**src/rtl/axi_write_bridge.sv**
```systemverilog
// AXI4 write-path master bridge: registered AW slice, burst-length FIFO driving WLAST, B pass-through.
// Optional protocol checking is built when AXI_WR_PROTOCOL_CHECK_EN is defined.
module axi_write_bridge #(
    parameter int AW              = 32,
    parameter int DW              = 64,
    parameter int IDW             = 4,
    parameter int MAX_OUTSTANDING = 4
) (
    input  logic              clk,
    input  logic              rst,
    input  logic [AW-1:0]     req_addr,
    input  logic [7:0]        req_len,
    input  logic [2:0]        req_size,
    input  logic [1:0]        req_burst,
    input  logic [IDW-1:0]    req_id,
    input  logic              req_valid,
    output logic              req_ready,
    input  logic [DW-1:0]     wdata_in,
    input  logic [DW/8-1:0]   wstrb_in,
    input  logic              wvalid_in,
    output logic              wready_out,
    output logic              rsp_valid,
    input  logic              rsp_ready,
    output logic [IDW-1:0]    rsp_id,
    output logic [1:0]        rsp_resp,
    output logic [AW-1:0]     m_axi_awaddr,
    output logic [7:0]        m_axi_awlen,
    output logic [2:0]        m_axi_awsize,
    output logic [1:0]        m_axi_awburst,
    output logic [IDW-1:0]    m_axi_awid,
    output logic              m_axi_awvalid,
    input  logic              m_axi_awready,
    output logic [DW-1:0]     m_axi_wdata,
    output logic [DW/8-1:0]   m_axi_wstrb,
    output logic              m_axi_wlast,
    output logic              m_axi_wvalid,
    input  logic              m_axi_wready,
    input  logic [IDW-1:0]    m_axi_bid,
    input  logic [1:0]        m_axi_bresp,
    input  logic              m_axi_bvalid,
    output logic              m_axi_bready,
    output logic [1:0]        err
);
    localparam int PW = $clog2(MAX_OUTSTANDING);
    localparam int OW = PW + 1;
    localparam logic [OW-1:0] MAX_CNT = OW'(MAX_OUTSTANDING);
    localparam logic [OW-1:0] CNT_ONE = OW'(1);
    localparam logic [PW:0]   PTR_ONE = (PW+1)'(1);

    logic [7:0]    len_mem [MAX_OUTSTANDING];
    logic [PW:0]   wr_ptr_reg, rd_ptr_reg;
    logic [OW-1:0] outstanding_reg;
    logic [7:0]    beat_reg;
    logic [7:0]    head_len;
    logic          fifo_empty, fifo_full;
    logic          req_fire, w_fire, b_fire;

    // Extra pointer bit distinguishes full from empty when the indices match.
    assign fifo_empty = (wr_ptr_reg == rd_ptr_reg);
    assign fifo_full  = (wr_ptr_reg[PW-1:0] == rd_ptr_reg[PW-1:0]) &&
                        (wr_ptr_reg[PW] != rd_ptr_reg[PW]);
    assign head_len   = len_mem[rd_ptr_reg[PW-1:0]];

    assign req_ready = (!m_axi_awvalid || m_axi_awready) && !fifo_full &&
                       (outstanding_reg < MAX_CNT);
    assign req_fire  = req_valid && req_ready;

    assign m_axi_wvalid = wvalid_in && !fifo_empty;
    assign wready_out   = m_axi_wready && !fifo_empty;
    assign m_axi_wdata  = wdata_in;
    assign m_axi_wstrb  = wstrb_in;
    assign m_axi_wlast  = !fifo_empty && (beat_reg == head_len);
    assign w_fire       = m_axi_wvalid && m_axi_wready;

    assign rsp_valid    = m_axi_bvalid;
    assign m_axi_bready = rsp_ready;
    assign rsp_id       = m_axi_bid;
    assign rsp_resp     = m_axi_bresp;
    assign b_fire       = m_axi_bvalid && rsp_ready;

    always_ff @(posedge clk) begin
        if (req_fire)
            len_mem[wr_ptr_reg[PW-1:0]] <= req_len;
    end

    always_ff @(posedge clk) begin
        if (rst) begin
            m_axi_awvalid <= 1'b0;
            m_axi_awaddr  <= '0;
            m_axi_awlen   <= '0;
            m_axi_awsize  <= '0;
            m_axi_awburst <= '0;
            m_axi_awid    <= '0;
        end else if (req_fire) begin
            m_axi_awvalid <= 1'b1;
            m_axi_awaddr  <= req_addr;
            m_axi_awlen   <= req_len;
            m_axi_awsize  <= req_size;
            m_axi_awburst <= req_burst;
            m_axi_awid    <= req_id;
        end else if (m_axi_awready) begin
            m_axi_awvalid <= 1'b0;
        end
    end

    always_ff @(posedge clk) begin
        if (rst) begin
            wr_ptr_reg <= '0;
            rd_ptr_reg <= '0;
            beat_reg   <= '0;
        end else begin
            if (req_fire)
                wr_ptr_reg <= wr_ptr_reg + PTR_ONE;
            if (w_fire) begin
                if (m_axi_wlast) begin
                    beat_reg   <= '0;
                    rd_ptr_reg <= rd_ptr_reg + PTR_ONE;
                end else begin
                    beat_reg   <= beat_reg + 8'd1;
                end
            end
        end
    end

    // A B handshake with nothing outstanding is spurious and must not wrap the count.
    always_ff @(posedge clk) begin
        if (rst) begin
            outstanding_reg <= '0;
        end else if (req_fire && !(b_fire && outstanding_reg != '0)) begin
            outstanding_reg <= outstanding_reg + CNT_ONE;
        end else if (!req_fire && b_fire && outstanding_reg != '0) begin
            outstanding_reg <= outstanding_reg - CNT_ONE;
        end
    end

`ifdef AXI_WR_PROTOCOL_CHECK_EN
    logic [1:0]  err_reg;
    logic [16:0] burst_end;

    assign burst_end = 17'({5'd0, req_addr[11:0]}) + ((17'(req_len) + 17'd1) << req_size);

    always_ff @(posedge clk) begin
        if (rst) begin
            err_reg <= 2'b00;
        end else begin
            if (m_axi_bvalid && outstanding_reg == '0)
                err_reg[0] <= 1'b1;
            if (req_fire && req_burst == 2'b01 && burst_end > 17'd4096)
                err_reg[1] <= 1'b1;
        end
    end

    assign err = err_reg;
`else
    assign err = 2'b00;
`endif

endmodule

```
**config.mk**
```make
export PLATFORM = sky130hd
export DESIGN_NAME = axi_write_bridge
export DESIGN_NICKNAME = d
export VERILOG_FILES = /design/src/rtl/axi_write_bridge.sv
export SDC_FILE = /design/constraint.sdc
export NUM_CORES = 1
export LEC_CHECK = 0
export ABC_CLOCK_PERIOD_IN_PS = 9400
export CAP_MARGIN = 30
export CORE_MARGIN = 10
export CORE_UTILIZATION = 35
export CTS_CLUSTER_DIAMETER = 150
export DETAILED_ROUTE_END_ITERATION = 10
export PLACE_DENSITY_LB_ADDON = 0.1
export SLEW_MARGIN = 20
export SYNTH_ARGS = -nofsm -noshare
export SYNTH_HDL_FRONTEND = slang
export SYNTH_SLANG_ARGS = --single-unit
```
**constraint.sdc**
```tcl
create_clock -name clk -period 9.4 [get_ports clk]
set_clock_uncertainty 0.2 [all_clocks]
set_input_delay 2.35 -clock clk [delete_from_list [all_inputs] [get_ports clk]]
set_output_delay 2.35 -clock clk [all_outputs]
set_load 0.01 [all_outputs]
```
==> results.toml, run 1 <==
[timing]
period_minus_slack_ns = 6.82
relSlewSlack = 0.447
fin_setup_tns_ns = 0
fin_crit_sh = 0.725
rsz0062_at_grt = "false"
hold_viol = 0
timing.final.max_slew_violations = 0
max_freq_mhz = 147
tightest_slew_ns = 0.824
setup_viol_count_final = 0
whs_ns = 0.253

[global_routing]
grt_pass1_wl_mm = 17.9
grt_max_degree = 57
gr-total-overflow = 0
grt_pass1_vias = 3332
antenna_found_initial = 0
grt_usage = 0.126

[place]
io_buffer_count = 112
dp_hpwl_mm = 7.97
place.gp.congestion = 0.734

[floorplan]
fp-row-count = 42
die_y_um = 136
start_util = 0.355
die-area_um2 = 18400
core-area_um2 = 13100
die_width_um = 136
io_pins = 271

[cts]
cts_root_buffer = "clkbuf_16"
cts_sinks = 101
path_clk_slew_ns = 0.07
tritoncts = "yes"
postCtsSetupBuffers = 0
cts_resized = 0
ctsHoldBuffers = 0
h-tree-depth = 3
numCtsBuffers = 9
clk_latency_ns = 0.35
cts.path.max_buffers = 2

[setup_path]
cp-endpoint = "req_ready"
endpoint_kind = "output port"
cpPeakStageDelay_ns = 0.72
crit_buf_inv = 2
crit_chain = "clkdlybuf4s50_1, nor2b_1, a311oi_1, clkdlybuf4s50_1"
cp_top_family = "buffers and inverters"
crit_cells = 4
setup.worst_path.class = "input pin to output port"
cp_common_cell = "clkdlybuf4s50_1"
critPathSlowestCell = "clkdlybuf4s50_1"
rr_startpoint = "wr_ptr_reg[0]"
critPathRequiredTime_ns = 6.85
r2r_end = "outstanding_reg[2]"
r2r_cells = 7
critPathLaunchType = "input pin"
cp_max_fo = 7
reg2reg_slack_ns = 5.89
crit_arrival_ns = 4.27
cp-startpoint = "m_axi_awready"

[detailed_routing]
ant_nets = 0
vias_per_cell = 4.75
post_drt_wl_per_cell_um = 16.7
drt-total-wl_mm = 11.4
vias = 3252
drt_iter0_markers = 121
dr.pass1.iters = 4
drc = 0

[layout]
drive_above_1_share = 0.0589
num-fill-cells = 1330
syn_to_final_growth_pct = 20.6
antennaDiodeCount = 0
fin_nets = 646

[yosys]
yosysTopAreaCell = "dfxtp_1"
syn_inst = 483
synth.distinct_cells = 41
synth_seq_cells = 101
synth_seq_area_share = 0.502
synthesis.area_um2 = 4670
synth_top_area_share = 0.296
yosys-top-cells-area = "dfxtp_1 (30%), edfxtp_1 (21%), buf_4 (13%)"
synth.avg_cell_area_um2 = 9.67
yosysWarnings = 0

[outcome]
outcome = "finished clean"

[pwr]
max-vdd-ir-drop_uv = 94.0
p_leak_nw = 1.97
power.density_nw_per_um2 = 210
total_power_mw = 1.18

[worst_hold_path]
min_path_type = "flip-flop to flip-flop"

[flow_run]
cap_violations = 0
## cell usage in the layout, fill, tap and decap left out, drive strengths merged, types with 8 or more instances in the layout
| master | count |
|---|---|
| a21oi | 54 |
| and3 | 8 |
| clkbuf | 10 |
| clkdlybuf4s50 | 111 |
| dfxtp | 69 |
| edfxtp | 32 |
| mux2i | 11 |
| nand2 | 107 |
| nor2 | 10 |
| xnor2 | 12 |
## through the flow
step | utilization | setup WS (ns) | cell area, µm² | std cells
finish | 0.429 | 2.58 | 5630 | 685
global route | 0.429 | 2.43 | 5630 | 685
CTS | 0.428 | 2.58 | 5630 | 684
detailed placement | 0.406 | 2.62 | 5330 | 668
global placement | 0.403 | 2.67 | 5300 | 667
floorplan | - | 3.85 | 4670 | 484
## area by class of cell
| cell class | count | area [µm²] | share of cell area |
|---|---|---|---|
| Clock inverter | 7 | 75.1 | 0.0133 |
| Timing Repair Buffer | 115 | 1150 | 0.205 |
| Inverter | 6 | 22.5 | 0.00400 |
| Tap cell | 176 | 220 | 0.0391 |
| Sequential cell | 101 | 2340 | 0.416 |
| Multi-Input combinational cell | 271 | 1590 | 0.283 |
| Clock buffer | 9 | 225 | 0.0400 |
## logic make-up after synthesis
group                      count (synthesis)  synth area share
muxes                                     21            0.0589
DFF                                      101             0.502
buffers and inverters                    112             0.159
xor gates and xnor gates                  17            0.0319
other                                      1          0.000803
adders and majority gates                  7            0.0204
and+or+nand+nor                          157             0.148
AOI/OAI and AO/OA                         67            0.0785
## worst min path at each step
stage,startpoint,slack (ns),cells after the start,endpoint
global route,m_axi_awaddr[9],0.27,2,m_axi_awaddr[9]
floorplan,rd_ptr_reg[2],0.26,2,rd_ptr_reg[2]
detailed placement,m_axi_awaddr[15],0.25,2,m_axi_awaddr[15]
finish,m_axi_awaddr[25],0.25,2,m_axi_awaddr[25]
global placement,m_axi_awsize[2],0.24,2,m_axi_awsize[2]
CTS,m_axi_awaddr[1],0.26,2,m_axi_awaddr[1]
## worst register-to-register path: cells and delay by family, from the launching register on
family | cells | cell delay, ns
DFF | 1 | 0.45
adders and majority gates | 1 | 0.42
xor gates and xnor gates | 1 | 0.12
and+or+nand+nor | 3 | 1.36
AOI/OAI and AO/OA | 2 | 0.89
## synth_stat cells, drive strengths merged
library cell / number
nand3: 2
edfxtp: 32
a311oi: 1
o221ai: 4
nand2: 107
clkbuf: 15
mux2i: 11
and4: 1
xor2: 5
o31ai: 1
fa: 1
a21oi: 54
o32ai: 1
conb: 1
inv: 6
nand2b: 3
nand4: 7
nor3: 7
and2b: 2
o21ai: 3
mux4: 4
or4: 2
o311ai: 1
a31oi: 1
mux2: 6
buf: 91
nor2b: 1
or3: 1
and3: 8
ha: 6
and2: 3
xnor2: 12
nand3b: 2
dfxtp: 69
nor2: 10
o22ai: 1
or3b: 1
## power breakdown
| group | internal [mW] | leakage [nW] | switching [mW] |
|---|---|---|---|
| sequential | 0.502 | 0.858 | 0.0268 |
| clock | 0.207 | 0.138 | 0.171 |
| combinational | 0.131 | 0.974 | 0.145 |
| total | 0.841 | 1.97 | 0.342 |
## metal layers
layer / wire length, µm / share of wire / track usage
met1: 4650 / 0.41 / 0.136
met2: 5130 / 0.45 / 0.189
met3: 1420 / 0.12 / 0.0794
met4: 215 / 0.019 / 0.0598
met5: 0 / 0 / 0
Power figures use the tool's default switching activity.
==> run 2: changes to the inputs <==
--- a/config.mk
+++ b/config.mk
@@ -5,7 +5,7 @@
 export SDC_FILE = /design/constraint.sdc
 export NUM_CORES = 1
 export LEC_CHECK = 0
-export ABC_CLOCK_PERIOD_IN_PS = 9400
+export ABC_CLOCK_PERIOD_IN_PS = 5600
 export CAP_MARGIN = 30
 export CORE_MARGIN = 10
 export CORE_UTILIZATION = 35
==> constraint.sdc (replaced) <==
create_clock -name clk -period 5.6 [get_ports clk]
set_clock_uncertainty 0.2 [all_clocks]
set_input_delay 1.4 -clock clk [delete_from_list [all_inputs] [get_ports clk]]
set_output_delay 1.4 -clock clk [all_outputs]
set_load 0.01 [all_outputs]
==> results.toml, run 2 (synthesis results as in run 1) <==
[global_routing]
grt_max_degree = 56
gr-usage-met3 = 0.0805
antenna_found_initial = 0
grt_busiest_layer = "met2"
grt_usage = 0.125
use_met1 = 0.142
grt_pass1_wl_mm = 18.0
gr-total-overflow = 0
grt_pass1_vias = 3332
met2_usage = 0.181

[detailed_routing]
drt-total-wl_mm = 11.5
drt_iter0_markers = 142
vias = 3244
post_drt_wl_per_cell_um = 16.7
ant_nets = 0
vias_per_cell = 4.72
dr.pass1.iters = 4
drc = 0

[worst_hold_path]
min_path_type = "flip-flop to flip-flop"
worstHoldStart = "m_axi_awaddr[1]"

[setup_path]
critPathRequiredTime_ns = 4.00
r2r_end = "rd_ptr_reg[2]"
cpPeakStageDelay_ns = 0.62
r2r_cells = 6
cp_top_family = "simple AND/OR/NAND/NOR gates"
cp_max_fo = 9
reg2reg_slack_ns = 2.74
crit_chain = "mux2i_1, mux2_2, o221ai_1, nand4_1, nor3_1, clkdlybuf4s50_1"
critPathSlowestCell = "clkdlybuf4s50_1"
critPathLaunchType = "flip-flop"
crit_buf_inv = 1
crit_cells = 6
endpoint_kind = "output port"
cp-endpoint = "m_axi_wlast"
crit_arrival_ns = 3.12
setup.worst_path.class = "flip-flop to output port"

[layout]
final_common_cell = "clkdlybuf4s50_1"
fin_nets = 649
drive_above_1_share = 0.0547
final_cell_count_no_fill = 688
fin_area_um2 = 5620
final_cell_mix = "clkdlybuf4s50_1 (111), nand2_1 (106), dfxtp_1 (69), a21oi_1 (54), edfxtp_1 (32)"
num-fill-cells = 1300
antennaDiodeCount = 0
syn_to_final_growth_pct = 20.4
final_util = 0.428

[floorplan]
fp-row-count = 42
start_util = 0.355
io_pins = 271
die-area_um2 = 18400
core-area_um2 = 13100
die_y_um = 136
die_width_um = 136

[timing]
fin_crit_sh = 0.842
setup_viol_count_final = 0
fin_setup_tns_ns = 0
timing.final.max_slew_violations = 0
rsz0062_at_grt = "false"
relSlewSlack = 0.383
tightest_slew_ns = 0.913
period_minus_slack_ns = 4.72
max_freq_mhz = 212
hold_viol = 0
whs_ns = 0.253
setup_slack_ns = 0.884

[flow_run]
cap_violations = 0

[place]
pre_cts_slack_ns = 1.08
dp_hpwl_mm = 8.00
placedCellCount = 671
place_area_um2 = 5340
place.gp.congestion = 0.792
io_buffer_count = 112

[pwr]
switching_share = 0.283
power.density_nw_per_um2 = 341
p_sw_mw = 0.542
clkPwrFrac = 0.296
seqPwrFrac = 0.463
pwr-share-comb = 0.241
max-vdd-ir-drop_uv = 128
total_power_mw = 1.92
intPower_mw = 1.38
p_leak_nw = 1.98

[cts]
cts_resized = 0
ctsHoldBuffers = 0
cts.path.max_buffers = 2
postCtsSetupBuffers = 0
clk_latency_ns = 0.34
cts_sinks = 101
numCtsBuffers = 9
cts_root_buffer = "clkbuf_16"
path_clk_slew_ns = 0.07
h-tree-depth = 3
tritoncts = "yes"

[outcome]
outcome = "finished clean"
[run 2: cell count changes in the layout (fill, tap and decap cells not counted), sizes merged]
cell      delta
bufinv       -1
buf          +4
inv          -1
clkbuf       +3
clkinvlp     -3
clkinv       +1
[run 2: per-layer routing]
| metal | vias to the layer above | wire, µm |
|---|---|---|
| met1 | 1512 | 4730 |
| met3 | 23 | 1470 |
| met2 | 120 | 5050 |
| li1 | 1589 | - |
| met4 | 0 | 216 |
| met5 | - | 0 |
[run 2: power by group through the flow]
| stage | Clock (mW) | Sequential, mW | Combinational, mW |
|---|---|---|---|
| 4_1_cts | 0.591 | 0.890 | 0.477 |
| 6_report | 0.568 | 0.888 | 0.462 |
| 5_1_grt | 0.622 | 0.898 | 0.521 |
| 2_1_floorplan | 0 | 0.919 | 0.282 |
| 3_5_place_dp | 0 | 0.905 | 0.474 |
| 3_3_place_gp | 0 | 0.903 | 0.461 |
[run 2: cell type report]
class | count | area, µm² | area share
Clock inverter | 3 | 11.3 | 0.00200
Multi-Input combinational cell | 271 | 1590 | 0.283
Inverter | 6 | 22.5 | 0.00401
Clock buffer | 13 | 250 | 0.0445
Sequential cell | 101 | 2340 | 0.417
Timing Repair Buffer | 118 | 1190 | 0.211
Tap cell | 176 | 220 | 0.0392
[run 2: how the worst min path moves through the flow]
stage	to	slack (ns)	depth (start not counted)
2_1_floorplan	rd_ptr_reg[2]	0.26	2
4_1_cts	m_axi_awaddr[22]	0.26	2
3_3_place_gp	m_axi_awlen[1]	0.24	2
5_1_grt	m_axi_awaddr[2]	0.27	2
6_report	m_axi_awaddr[1]	0.25	2
3_5_place_dp	m_axi_awaddr[15]	0.25	2
[run 2: worst reg2reg max path, cell delays in order, from the launching register on]
cell and delay, ns:
dfxtp_1 0.63, mux4_1 0.66, xnor2_1 0.16, nand3_1 0.13
or3b_4 0.44, or4_1 0.41, a21oi_1 0.16
==> run 3: changes to the inputs <==
--- a/config.mk
+++ b/config.mk
@@ -5,7 +5,7 @@
 export SDC_FILE = /design/constraint.sdc
 export NUM_CORES = 1
 export LEC_CHECK = 0
-export ABC_CLOCK_PERIOD_IN_PS = 5600
+export ABC_CLOCK_PERIOD_IN_PS = 4700
 export CAP_MARGIN = 30
 export CORE_MARGIN = 10
 export CORE_UTILIZATION = 35
==> constraint.sdc (replaced) <==
create_clock -name clk -period 4.7 [get_ports clk]
set_clock_uncertainty 0.2 [all_clocks]
set_input_delay 1.175 -clock clk [delete_from_list [all_inputs] [get_ports clk]]
set_output_delay 1.175 -clock clk [all_outputs]
set_load 0.01 [all_outputs]
==> results.toml, run 3 (synthesis results as in run 1) <==
[detailed_routing]
post_drt_wl_per_cell_um = 16.9
drc = 0
drt_iter0_markers = 144
vias = 3257
vias_per_cell = 4.73
dr.pass1.iters = 4
drt-total-wl_mm = 11.7
ant_nets = 0

[flow_run]
cap_violations = 0

[layout]
drive_above_1_share = 0.0682
antennaDiodeCount = 0
final_common_cell = "clkdlybuf4s50_1"
final_cell_mix = "clkdlybuf4s50_1 (111), nand2_1 (106), dfxtp_1 (69), a21oi_1 (54), edfxtp_1 (32)"
fin_nets = 650
syn_to_final_growth_pct = 22.4

[setup_path]
crit_arrival_ns = 3.01
critPathLaunchType = "flip-flop"
cp_max_fo = 8
endpoint_kind = "output port"
setup.worst_path.class = "flip-flop to output port"
critPathRequiredTime_ns = 3.32

[cts]
numCtsBuffers = 9
path_clk_slew_ns = 0.07
ctsHoldBuffers = 0
clk_latency_ns = 0.35
postCtsSetupBuffers = 0
cts_root_buffer = "clkbuf_16"
h-tree-depth = 3
cts_resized = 0
cts_sinks = 101
tritoncts = "yes"
cts.path.max_buffers = 2

[timing]
whs_ns = 0.253
max_freq_mhz = 228
period_minus_slack_ns = 4.39
hold_viol = 0
relSlewSlack = 0.423
tightest_slew_ns = 0.854
fin_crit_sh = 0.934
setup_viol_count_final = 0
timing.final.max_slew_violations = 0
fin_setup_tns_ns = 0
rsz0062_at_grt = "false"

[pwr]
power.density_nw_per_um2 = 432
p_leak_nw = 2.03
max-vdd-ir-drop_uv = 224

[global_routing]
grt_usage = 0.130
grt_pass1_vias = 3402
antenna_found_initial = 0
grt_pass1_wl_mm = 18.7
gr-total-overflow = 0
grt_max_degree = 56

[floorplan]
die-area_um2 = 18400
io_pins = 271
die_y_um = 136
core-area_um2 = 13100
die_width_um = 136
fp-row-count = 42
start_util = 0.355

[worst_hold_path]
worstHoldStart = "m_axi_awsize[0]"
min_path_type = "flip-flop to flip-flop"

[place]
place.gp.congestion = 0.745
dp_hpwl_mm = 8.32
io_buffer_count = 112

[outcome]
outcome = "finished clean"
run 3: cell count changes in the layout (fill, tap and decap cells not counted):
cell	delta
buf_4	+2
clkinv_4	+1
clkinv_2	+1
bufinv_16	+1
clkinv_1	-3
clkbuf_1	-3
buf_12	-1
clkbuf_16	+3
run 3: worst max-delay path: stages (launching register included):
cell             delay (ns)
dfxtp_1                0.54
mux2i_1                0.24
mux2_2                 0.36
o221ai_1               0.24
nand4_1                0.28
nor3_1                 0.40
clkdlybuf4s50_1        0.62
run 3: final cells by class:
type / count / area, µm²
Fill cell: 1303 / 7420
Sequential cell: 101 / 2340
Multi-Input combinational cell: 271 / 1590
Timing Repair Buffer: 119 / 1180
Clock buffer: 13 / 314
Tap cell: 176 / 220
Clock inverter: 3 / 43.8
Inverter: 6 / 22.5
run 3: final timing paths:
kind,slack (ns),cells past startpoint,end
max,0.31,6,m_axi_wlast
min,0.25,2,m_axi_awsize[0]
max reg2reg,1.89,6,rd_ptr_reg[2]
min reg2reg,0.25,2,m_axi_awsize[0]
run 3: per-stage QoR:
stage	power, mW	utilization	instances	setup WS (ns)	instance area [µm²]
after floorplan	1.43	-	484	0.869	4670
after global placement	1.63	0.406	672	0.637	5340
after detailed placement	1.65	0.408	673	0.614	5360
after CTS	2.52	0.435	689	0.219	5710
after global routing	2.62	0.435	689	0.0343	5710
final	2.47	0.435	689	0.311	5710
run 3: layer usage:
layer	GRT usage	part of all wire	vias up
li1	-	-	1594
met1	0.145	0.42	1522
met2	0.202	0.46	126
met3	0.0842	0.11	15
met4	0.0365	0.0096	0
met5	0	0	-
run 3: report_power, final:
part           switching [mW]  total [mW]  leakage, nW  internal, mW
clock                   0.328       0.853        0.177         0.524
combinational           0.291       0.557        0.993         0.266
sequential             0.0553        1.06        0.858          1.00
total                   0.674        2.47         2.03          1.80
